<file path="config.mk">
export PLATFORM = sky130hd
export DESIGN_NAME = lsu_rmw_flat
export DESIGN_NICKNAME = d
export VERILOG_FILES = /design/src/rtl/lsu_rmw_pkg.sv /design/src/rtl/lsu_rmw_if.sv /design/src/rtl/lsu_rmw_lane_align.sv /design/src/rtl/lsu_rmw.sv /design/src/flat_wrapper.sv
export SDC_FILE = /design/constraint.sdc
export NUM_CORES = 1
export LEC_CHECK = 0
export BUFFER_PORTS_ARGS = -buffer_cell sky130_fd_sc_hd__buf_2
export CAP_MARGIN = 40
export CORE_MARGIN = 5
export CORE_UTILIZATION = 47
export CTS_BUF_LIST = sky130_fd_sc_hd__clkbuf_2 sky130_fd_sc_hd__clkbuf_4 sky130_fd_sc_hd__clkbuf_8
export CTS_CLUSTER_SIZE = 20
export DETAILED_ROUTE_END_ITERATION = 8
export PLACE_DENSITY = 0.77
export SYNTH_ARGS = -nofsm -noshare
export SYNTH_HDL_FRONTEND = slang
export SYNTH_SLANG_ARGS = --single-unit
</file>
<file path="constraint.sdc">
create_clock -name clk -period 1.63 [get_ports clk]
set_input_delay 0.4075 -clock clk [delete_from_list [all_inputs] [get_ports clk]]
set_output_delay 0.4075 -clock clk [all_outputs]
set_load 0.02 [all_outputs]
</file>
<file path="src/rtl/lsu_rmw_pkg.sv">
// Shared load/store definitions: funct3 codes, FSM state encoding, and the
// request legality/alignment check that is used when a request is accepted.
package lsu_pkg;

  localparam logic [2:0] F3_B  = 3'b000;
  localparam logic [2:0] F3_H  = 3'b001;
  localparam logic [2:0] F3_W  = 3'b010;
  localparam logic [2:0] F3_D  = 3'b011;
  localparam logic [2:0] F3_BU = 3'b100;
  localparam logic [2:0] F3_HU = 3'b101;
  localparam logic [2:0] F3_WU = 3'b110;

  typedef enum logic [2:0] {
    ST_IDLE  = 3'd0,
    ST_READ  = 3'd1,
    ST_WAIT  = 3'd2,
    ST_WRITE = 3'd3,
    ST_RESP  = 3'd4,
    ST_ERR   = 3'd5
  } state_e;

  // funct3[1:0] encodes log2 of the access size, so alignment only needs the low address bits.
  function automatic logic req_bad(input logic we, input logic [2:0] f3,
                                   input logic [2:0] off, input logic is64);
    logic illegal;
    logic mis;
    illegal = 1'b0;
    mis     = 1'b0;
    case (f3)
      F3_B, F3_H, F3_W: illegal = 1'b0;
      F3_D:             illegal = !is64;
      F3_BU, F3_HU:     illegal = we;
      F3_WU:            illegal = we || !is64;
      default:          illegal = 1'b1;
    endcase
    case (f3[1:0])
      2'b01:   mis = off[0];
      2'b10:   mis = |off[1:0];
      2'b11:   mis = |off;
      default: mis = 1'b0;
    endcase
    return illegal || mis;
  endfunction

endpackage

</file>
<file path="src/rtl/lsu_rmw_if.sv">
// Core-side request/response and RAM-side signals of the load/store unit.
// The unit owns the slave modport; the core/RAM environment drives the master modport.
interface lsu_rmw_if #(
  parameter int DATA_W = 32,
  parameter int ADDR_W = 16
);
  localparam int WOFF_W = $clog2(DATA_W / 8);

  logic                     req_valid;
  logic                     req_ready;
  logic                     req_we;
  logic [2:0]               req_funct3;
  logic [ADDR_W-1:0]        req_addr;
  logic [DATA_W-1:0]        req_wdata;
  logic                     rsp_valid;
  logic [DATA_W-1:0]        rsp_rdata;
  logic                     rsp_err;
  logic                     mem_en;
  logic                     mem_we;
  logic [ADDR_W-WOFF_W-1:0] mem_addr;
  logic [DATA_W-1:0]        mem_wdata;
  logic [DATA_W-1:0]        mem_rdata;

  modport slave (
    input  req_valid, req_we, req_funct3, req_addr, req_wdata, mem_rdata,
    output req_ready, rsp_valid, rsp_rdata, rsp_err,
           mem_en, mem_we, mem_addr, mem_wdata
  );

  modport master (
    output req_valid, req_we, req_funct3, req_addr, req_wdata, mem_rdata,
    input  req_ready, rsp_valid, rsp_rdata, rsp_err,
           mem_en, mem_we, mem_addr, mem_wdata
  );

endinterface

</file>
<file path="src/rtl/lsu_rmw_lane_align.sv">
// Combinational byte-lane handling: extracts and extends a load lane, and
// merges store data into a word. Zero latency, no handshake.
module lsu_lane_align #(
  parameter int DATA_W = 32,
  localparam int WOFF_W = $clog2(DATA_W / 8)
) (
  input  logic [DATA_W-1:0] word_i,
  input  logic [WOFF_W-1:0] off_i,
  input  logic [2:0]        funct3_i,
  input  logic [DATA_W-1:0] wdata_i,
  output logic [DATA_W-1:0] load_o,
  output logic [DATA_W-1:0] merge_o
);

  logic [6:0]        lane_bits;
  logic [DATA_W-1:0] mask;
  logic [DATA_W-1:0] top_bit;
  logic [DATA_W-1:0] shifted;
  logic [DATA_W-1:0] mask_sh;
  logic [DATA_W-1:0] data_sh;
  logic              sgn;

  always_comb begin
    lane_bits = 7'd8 << funct3_i[1:0];
    mask      = '0;
    top_bit   = '0;
    for (int i = 0; i < DATA_W; i++) begin
      mask[i]    = (i < int'(lane_bits));
      top_bit[i] = (i == int'(lane_bits) - 1);
    end
    // Little-endian: lane at byte offset k starts at bit 8k.
    shifted = word_i >> {off_i, 3'b000};
    sgn     = !funct3_i[2] && (|(shifted & top_bit));
    load_o  = (shifted & mask) | (sgn ? ~mask : '0);
    mask_sh = mask << {off_i, 3'b000};
    data_sh = wdata_i << {off_i, 3'b000};
    merge_o = (word_i & ~mask_sh) | (data_sh & mask_sh);
  end

endmodule

</file>
<file path="src/rtl/lsu_rmw.sv">
// Load/store unit for a RAM without byte enables; sub-word stores become read-modify-write.
// Latency load 3, full store 2, sub-word store 4, error 1; one request at a time, response is an unstalled pulse.
module lsu_rmw
  import lsu_pkg::*;
#(
  parameter int DATA_W = 32,
  parameter int ADDR_W = 16
) (
  input logic        clk,
  input logic        rst_n,
  lsu_rmw_if.slave   bus
);

  localparam int         WOFF_W  = $clog2(DATA_W / 8);
  localparam logic       IS64    = (DATA_W == 64);
  localparam logic [2:0] F3_FULL = IS64 ? F3_D : F3_W;

  state_e            state_q, state_d;
  logic              we_q, we_d;
  logic [2:0]        f3_q, f3_d;
  logic [ADDR_W-1:0] addr_q, addr_d;
  logic [DATA_W-1:0] wbuf_q, wbuf_d;
  logic [DATA_W-1:0] rdata_q, rdata_d;
  logic [DATA_W-1:0] load_val;
  logic [DATA_W-1:0] merge_val;

  // Until WAIT the write buffer holds the raw store data, which feeds the merge.
  lsu_lane_align #(.DATA_W(DATA_W)) u_align (
    .word_i   (bus.mem_rdata),
    .off_i    (addr_q[WOFF_W-1:0]),
    .funct3_i (f3_q),
    .wdata_i  (wbuf_q),
    .load_o   (load_val),
    .merge_o  (merge_val)
  );

  always_ff @(posedge clk) begin
    if (!rst_n) begin
      state_q <= ST_IDLE;
      we_q    <= 1'b0;
      f3_q    <= '0;
      addr_q  <= '0;
      wbuf_q  <= '0;
      rdata_q <= '0;
    end else begin
      state_q <= state_d;
      we_q    <= we_d;
      f3_q    <= f3_d;
      addr_q  <= addr_d;
      wbuf_q  <= wbuf_d;
      rdata_q <= rdata_d;
    end
  end

  always_comb begin
    state_d = state_q;
    we_d    = we_q;
    f3_d    = f3_q;
    addr_d  = addr_q;
    wbuf_d  = wbuf_q;
    rdata_d = rdata_q;
    case (state_q)
      ST_IDLE: begin
        if (bus.req_valid) begin
          we_d    = bus.req_we;
          f3_d    = bus.req_funct3;
          addr_d  = bus.req_addr;
          wbuf_d  = bus.req_wdata;
          rdata_d = '0;
          if (req_bad(bus.req_we, bus.req_funct3, bus.req_addr[2:0], IS64)) begin
            state_d = ST_ERR;
          end else if (bus.req_we && (bus.req_funct3 == F3_FULL)) begin
            state_d = ST_WRITE;
          end else begin
            state_d = ST_READ;
          end
        end
      end
      ST_READ:  state_d = ST_WAIT;
      ST_WAIT: begin
        if (we_q) begin
          wbuf_d  = merge_val;
          state_d = ST_WRITE;
        end else begin
          rdata_d = load_val;
          state_d = ST_RESP;
        end
      end
      ST_WRITE: state_d = ST_RESP;
      ST_RESP:  state_d = ST_IDLE;
      ST_ERR:   state_d = ST_IDLE;
      default:  state_d = ST_IDLE;
    endcase
  end

  // RAM controls come from the registered state only.
  assign bus.req_ready = (state_q == ST_IDLE);
  assign bus.mem_en    = (state_q == ST_READ) || (state_q == ST_WRITE);
  assign bus.mem_we    = (state_q == ST_WRITE);
  assign bus.mem_addr  = addr_q[ADDR_W-1:WOFF_W];
  assign bus.mem_wdata = wbuf_q;
  assign bus.rsp_valid = (state_q == ST_RESP) || (state_q == ST_ERR);
  assign bus.rsp_err   = (state_q == ST_ERR);
  assign bus.rsp_rdata = (state_q == ST_RESP) ? rdata_q : '0;

endmodule

</file>
<file path="src/flat_wrapper.sv">
// flat-port wrapper written by rule: the top's interface ports become plain ports
module lsu_rmw_flat import lsu_pkg::*;
#(
  parameter int DATA_W = 32,
  parameter int ADDR_W = 16
)
  (clk, rst_n, bus_req_valid, bus_req_we, bus_req_funct3, bus_req_addr, bus_req_wdata, bus_mem_rdata, bus_req_ready, bus_rsp_valid, bus_rsp_rdata, bus_rsp_err, bus_mem_en, bus_mem_we, bus_mem_addr, bus_mem_wdata);
  lsu_rmw_if #(.DATA_W(DATA_W), .ADDR_W(ADDR_W)) bus_i ();
  input logic clk;
  input logic rst_n;
  input wire logic [$bits(bus_i.req_valid)-1:0] bus_req_valid;
  input wire logic [$bits(bus_i.req_we)-1:0] bus_req_we;
  input wire logic [$bits(bus_i.req_funct3)-1:0] bus_req_funct3;
  input wire logic [$bits(bus_i.req_addr)-1:0] bus_req_addr;
  input wire logic [$bits(bus_i.req_wdata)-1:0] bus_req_wdata;
  input wire logic [$bits(bus_i.mem_rdata)-1:0] bus_mem_rdata;
  output wire logic [$bits(bus_i.req_ready)-1:0] bus_req_ready;
  output wire logic [$bits(bus_i.rsp_valid)-1:0] bus_rsp_valid;
  output wire logic [$bits(bus_i.rsp_rdata)-1:0] bus_rsp_rdata;
  output wire logic [$bits(bus_i.rsp_err)-1:0] bus_rsp_err;
  output wire logic [$bits(bus_i.mem_en)-1:0] bus_mem_en;
  output wire logic [$bits(bus_i.mem_we)-1:0] bus_mem_we;
  output wire logic [$bits(bus_i.mem_addr)-1:0] bus_mem_addr;
  output wire logic [$bits(bus_i.mem_wdata)-1:0] bus_mem_wdata;
  assign bus_i.req_valid = bus_req_valid;
  assign bus_i.req_we = bus_req_we;
  assign bus_i.req_funct3 = bus_req_funct3;
  assign bus_i.req_addr = bus_req_addr;
  assign bus_i.req_wdata = bus_req_wdata;
  assign bus_i.mem_rdata = bus_mem_rdata;
  assign bus_req_ready = bus_i.req_ready;
  assign bus_rsp_valid = bus_i.rsp_valid;
  assign bus_rsp_rdata = bus_i.rsp_rdata;
  assign bus_rsp_err = bus_i.rsp_err;
  assign bus_mem_en = bus_i.mem_en;
  assign bus_mem_we = bus_i.mem_we;
  assign bus_mem_addr = bus_i.mem_addr;
  assign bus_mem_wdata = bus_i.mem_wdata;
  lsu_rmw #(.DATA_W(DATA_W), .ADDR_W(ADDR_W)) u_core (.clk(clk), .rst_n(rst_n), .bus(bus_i));
endmodule
</file>
==> flow_summary.json, run 1 <==
{
  "status": "finished, violations left",
  "violations": "negative setup slack",
  "synthDistinctLibCells": 51,
  "io_buffers": 169,
  "drive_gt1_share_pct": 59.1,
  "rsz0062_at_grt": "yes",
  "synth_edf_count": 0,
  "setup_viol": 123,
  "p_int_uw": 4170,
  "synth_flop_cell": "dfxtp_1",
  "antenna_found_initial": 1,
  "drc": 0,
  "clockBufferDepth": 2,
  "r2r_cells": 7,
  "synth_nets": 663,
  "netlist_area_um2": 5070,
  "critical-path-slowest-cell": "dfxtp_4",
  "cts_inserted_buffers": 9,
  "worst_ir_drop_vdd_mv": 0.536,
  "hold_viol_final": 0,
  "cp_cell_sequence": "inv_4 -> nor3_4 -> buf_6 -> and2_2 -> buf_6",
  "tritoncts": "done",
  "start_util_pct": 47.4,
  "cts.clk_slew.worst_paths_ns": 0.11,
  "synthCells": 576,
  "ant_nets": 0,
  "grt_pass1_vias": 5701,
  "worst_slack_ns": -0.339,
  "root_buffer": "clkbuf_8",
  "p_sw_uw": 2450,
  "via_count": 6068,
  "post_drt_wl_per_cell_um": 24.5,
  "pwr-share-comb_pct": 38.0,
  "slew_headroom_pct": 49.5,
  "area_growth_pct": 59.3,
  "final_cell_mix": "132 x buf_2, 82 x dfxtp_1, 65 x buf_6",
  "overflow": 0,
  "power_density_nw_per_um2": 820,
  "grt_usage_pct": 29.6,
  "cp-start-kind": "flip-flop",
  "max_cap_violations": 0,
  "drtIter0Drc": 649,
  "cp_max_fo": 16,
  "end_kind": "primary output",
  "critPathArrivalTime_ns": 1.56,
  "cp.required_ns": 1.22,
  "wl_mm": 23.1,
  "yosys_warnings": 0,
  "sw_frac_of_total_pct": 37.1,
  "p_total_uw": 6620,
  "hold_depth": 3,
  "min_period_ns": 1.97,
  "synth-seq-cells": 87,
  "mostFrequentLayoutCell": "buf_2",
  "core_um2": 10700,
  "crit_top_cell": "buf_6",
  "die_h_um": 114,
  "dp_hpwl_mm": 13.0,
  "rows": 38,
  "finalCritPeriodShare_pct": 121,
  "power_frac_seq_pct": 37.5,
  "ioPinCount": 170,
  "drt-vias-per-instance": 6.43,
  "clkSinkCount": 87,
  "place_congestion": 0.986,
  "max_freq_ghz": 0.508,
  "postSynthAreaPerCell_um2": 8.80,
  "nNetsFinal": 884,
  "fin_skew_ns": 0.0199,
  "p_clk_share_pct": 24.5,
  "max_stage_delay_ns": 0.40,
  "htreeDepth": 3,
  "drv_slew": 0,
  "grt_max_degree": 59,
  "critical_path_class": "flip-flop to primary output",
  "grt_pass1_wl_mm": 30.4,
  "final_util_pct": 75.5,
  "drt_pass1_iterations": 5,
  "synth.yosys.seq_area_share_pct": 34.4,
  "worstMarginPinSlew_ns": 0.748,
  "async_reset_ff_share_pct": 0,
  "post-place-ws_ns": -0.101,
  "die_x_um": 114,
  "cellLeakagePower_uw": 0.00347,
  "fp.dieArea_um2": 13000,
  "hp-class": "input port to flip-flop",
  "clock_latency_ns": 0.39
}
-- synth_stat cells (all sizes together), types with 2 or more instances --
master  count  area [um2]
dfxtp      87        1740
nand2      81         304
o21ai      47         235
buf        46         334
and2       34         213
a22oi      32         240
clkbuf     22        83.8
a21boi     20         150
nor3       20         110
mux2i      18         184
a31oi      16         100
mux2       16         180
nor2b      11        68.8
a21oi      10        53.8
a21o        9        67.6
a221oi      9        78.8
o21a        9        67.6
a211o       8        70.1
a22o        8        70.1
mux4        8         180
nand3       8        40.0
o211a       8        80.1
o211ai      8        60.1
o22ai       8        50.1
nor2        5        18.8
nor3b       4        45.1
or2         4        25.0
inv         3        11.3
nor4b       3        53.8
a211oi      2        20.0
a311oi      2        35.0
nand2b      2        12.5
nor4        2        12.5
-- metal layers --
metal	wire [um]	vias up	part of all wire [%]	global-route usage, %
li1	-	2554	-	-
met1	8100	2834	35	36.2
met2	10900	516	47	49.7
met3	2420	164	10	6.63
met4	1660	0	7.2	13.3
met5	0	-	0	0
-- layout make-up --
| class | instances | area, um2 |
|---|---|---|
| multi-input cells | 419 | 3580 |
| fillers | 636 | 2620 |
| repair buffers | 277 | 2340 |
| flip-flops and latches | 87 | 1760 |
| well taps | 140 | 175 |
| clock buffers | 9 | 124 |
| clock inverters | 7 | 78.8 |
| inverters | 3 | 13.8 |
| diodes | 1 | 2.50 |
-- cell families after synthesis --
| group | after synthesis | synth area share [%] |
|---|---|---|
| and+or+nand+nor | 178 | 18.9 |
| buffers and inverters | 71 | 8.47 |
| DFF | 87 | 34.4 |
| AOI/OAI and AO/OA | 198 | 27.5 |
| muxes | 42 | 10.7 |
-- power by group through the flow --
stage	Sequential (uW)	Clock [uW]	Combinational, uW
3_3_place_gp	2480	0	1630
2_1_floorplan	2560	0	965
4_1_cts	2450	1580	2110
6_report	2480	1620	2520
5_1_grt	2500	1680	2620
3_5_place_dp	2490	0	1680
-- through the flow --
step	setup TNS, ns	std cells	cell area, um2	hold WS, ns
6_report	-19.83	943	8080	0.267
5_1_grt	-24.82	943	8080	0.274
4_1_cts	-16.60	928	7540	0.262
3_5_place_dp	-2.18	880	6300	0.456
3_3_place_gp	-0.295	879	6290	0.446
2_1_floorplan	-0.0648	576	5130	0.440
-- final timing paths --
kind | startpoint | end | slack [ns]
min reg2reg | u_core.addr_q[12] | u_core.addr_q[12] | 0.46
min | bus_req_wdata[12] | u_core.bus.mem_wdata[12] | 0.27
max | u_core.state_q[2] | bus_rsp_rdata[19] | -0.34
max reg2reg | u_core.state_q[0] | u_core.rdata_q[31] | -0.30
-- worst max-delay path, delay by kind of cell (launching register included) --
family	cells	cell delay, ns
flip-flops	1	0.40
buffers and inverters	3	0.36
AND/OR/NAND/NOR	2	0.41
-- repair_timing --
action	4_1_cts	5_1_grt
endpoints found under the setup margin	86	124
buffers inserted	23	15
hold buffers	0	0
resized for setup	195	110
pin swaps	31	59
gates cloned	9	7
Note: power is estimated with default switching activity, not from simulation.
==> run 2, diff against run 1 <==
--- a/config.mk
+++ b/config.mk
@@ -10,3 +10,3 @@
 export CORE_MARGIN = 5
-export CORE_UTILIZATION = 47
+export CORE_UTILIZATION = 39
 export CTS_BUF_LIST = sky130_fd_sc_hd__clkbuf_2 sky130_fd_sc_hd__clkbuf_4 sky130_fd_sc_hd__clkbuf_8
@@ -14,3 +14,3 @@
 export DETAILED_ROUTE_END_ITERATION = 8
-export PLACE_DENSITY = 0.77
+export PLACE_DENSITY = 0.66
 export SYNTH_ARGS = -nofsm -noshare
--- a/constraint.sdc
+++ b/constraint.sdc
@@ -3,2 +3,2 @@
 set_output_delay 0.4075 -clock clk [all_outputs]
-set_load 0.02 [all_outputs]
+set_load 0.01 [all_outputs]
==> run 2 against run 1 <==
The flow still finishes with violations (negative setup slack); worst hold slack gained 0.0085 ns; routed wire length shrank 18%; core utilization down 18 points; via count decreased by 11%; design area down 9.4%; cell count increased by 1.4%; non-clock buffer count decreased by 18; die area up 19%; critical endpoint is now bus_rsp_rdata[14]; highest routed layer unchanged.
==> flow_summary.json, run 2 (synthesis gave the netlist of run 1 again) <==
{
  "grt_max_degree": 57,
  "min_period_ns": 1.90,
  "ant_nets": 0,
  "area_growth_pct": 44.3,
  "grt_pass1_wl_mm": 28.4,
  "cp-start-kind": "flip-flop",
  "post_drt_wl_per_cell_um": 19.7,
  "antenna_found_initial": 0,
  "mostFrequentLayoutCell": "buf_2",
  "drt_pass1_iterations": 5,
  "max_freq_ghz": 0.526,
  "fin_skew_ns": 0.0130,
  "cts_inserted_buffers": 9,
  "end_kind": "primary output",
  "drc": 0,
  "setup_viol": 82,
  "overflow": 0,
  "io_buffers": 169,
  "critPathArrivalTime_ns": 1.49,
  "max_cap_violations": 0,
  "core_um2": 12700,
  "grt_pass1_vias": 5373,
  "hp-class": "input port to flip-flop",
  "worst_slack_ns": -0.271,
  "drive_gt1_share_pct": 48.7,
  "clockBufferDepth": 2,
  "multi_input_area_um2": 3250,
  "final_cell_mix": "162 x buf_2, 82 x dfxtp_1, 80 x nand2_1",
  "violations": "negative setup slack",
  "n_fill_cell": 1109,
  "drt-vias-per-instance": 5.67,
  "nNetsFinal": 866,
  "clock_latency_ns": 0.37,
  "drv_slew": 0,
  "final_util_pct": 57.7,
  "seqCellArea_um2": 1760,
  "cp.required_ns": 1.22,
  "dp_hpwl_mm": 13.3,
  "ioPinCount": 170,
  "root_buffer": "clkbuf_8",
  "critical_path_class": "flip-flop to primary output",
  "cp_max_fo": 16,
  "fin_area_um2": 7320,
  "power_density_nw_per_um2": 849,
  "status": "finished, violations left",
  "die_h_um": 124,
  "finalCritPeriodShare_pct": 117,
  "via_count": 5417,
  "cellLeakagePower_uw": 0.00317,
  "wl_mm": 18.8,
  "grt_usage_pct": 23.6,
  "tritoncts": "done",
  "die_x_um": 124,
  "rsz0062_at_grt": "yes",
  "slew_headroom_pct": 57.1,
  "hold_viol_final": 0,
  "diodes": 0,
  "place_congestion": 0.900,
  "p_total_uw": 6210,
  "htreeDepth": 3,
  "fp.dieArea_um2": 15400,
  "worst_ir_drop_vdd_mv": 0.417,
  "worstMarginPinSlew_ns": 0.641,
  "placed_cell_area_um2": 6230,
  "start_util_pct": 40.0,
  "clkSinkCount": 87,
  "cts.clk_slew.worst_paths_ns": 0.10,
  "rows": 41,
  "fin_hold_ws_ns": 0.276,
  "drtIter0Drc": 409
}
run 2: what timing repair did:
action                     4_1_cts  5_1_grt
resized for setup               83       71
setup buffers                   16       14
setup endpoints to repair       90      119
gates cloned                     8        1
hold buffers                     0        0
pin swaps                       23       24
run 2: final timing paths:
| kind | startpoint | to | slack [ns] | cells past startpoint |
|---|---|---|---|---|
| hold / removal | bus_req_addr[11] | u_core.addr_q[11] | 0.28 | 3 |
| hold reg to reg | u_core.addr_q[11] | u_core.addr_q[11] | 0.46 | 2 |
| setup / recovery | u_core.state_q[1] | bus_rsp_rdata[14] | -0.27 | 5 |
| setup reg to reg | u_core.state_q[1] | u_core.rdata_q[25] | -0.17 | 9 |
run 2: critical path, cell delays in order (launching register included):
cell and delay (ns):
dfxtp_2 0.34, buf_6 0.12, nor3_4 0.21, buf_6 0.18, and2_1 0.14, buf_2 0.13
run 2: layout make-up:
class	count	share of cell area (%)
timing repair buffer	259	25.4
clock inverter	7	1.42
sequential	87	24.0
inverter	3	0.154
multi-input combinational	419	44.4
tap	172	2.94
clock buffer	9	1.69
run 2: metal layers:
layer / part of all wire, % / global-route usage, %
met2: 49 / 39.1
met5: 0 / 0
met3: 7.7 / 4.77
met1: 41 / 30.5
met4: 2.2 / 8.56
run 2: stage by stage:
stage	TNS [ns]	cells	setup WS, ns
floorplan	0	576	0.00390
global placement	-0.932	906	-0.0753
detailed placement	-2.00	906	-0.107
CTS	-10.52	946	-0.280
global route	-17.29	956	-0.346
finish	-12.48	956	-0.271
run 2: where the power goes:
group | switching, uW | total, uW | internal, uW
clock | 863 | 1740 | 882
sequential | 173 | 2460 | 2290
combinational | 1040 | 2000 | 964
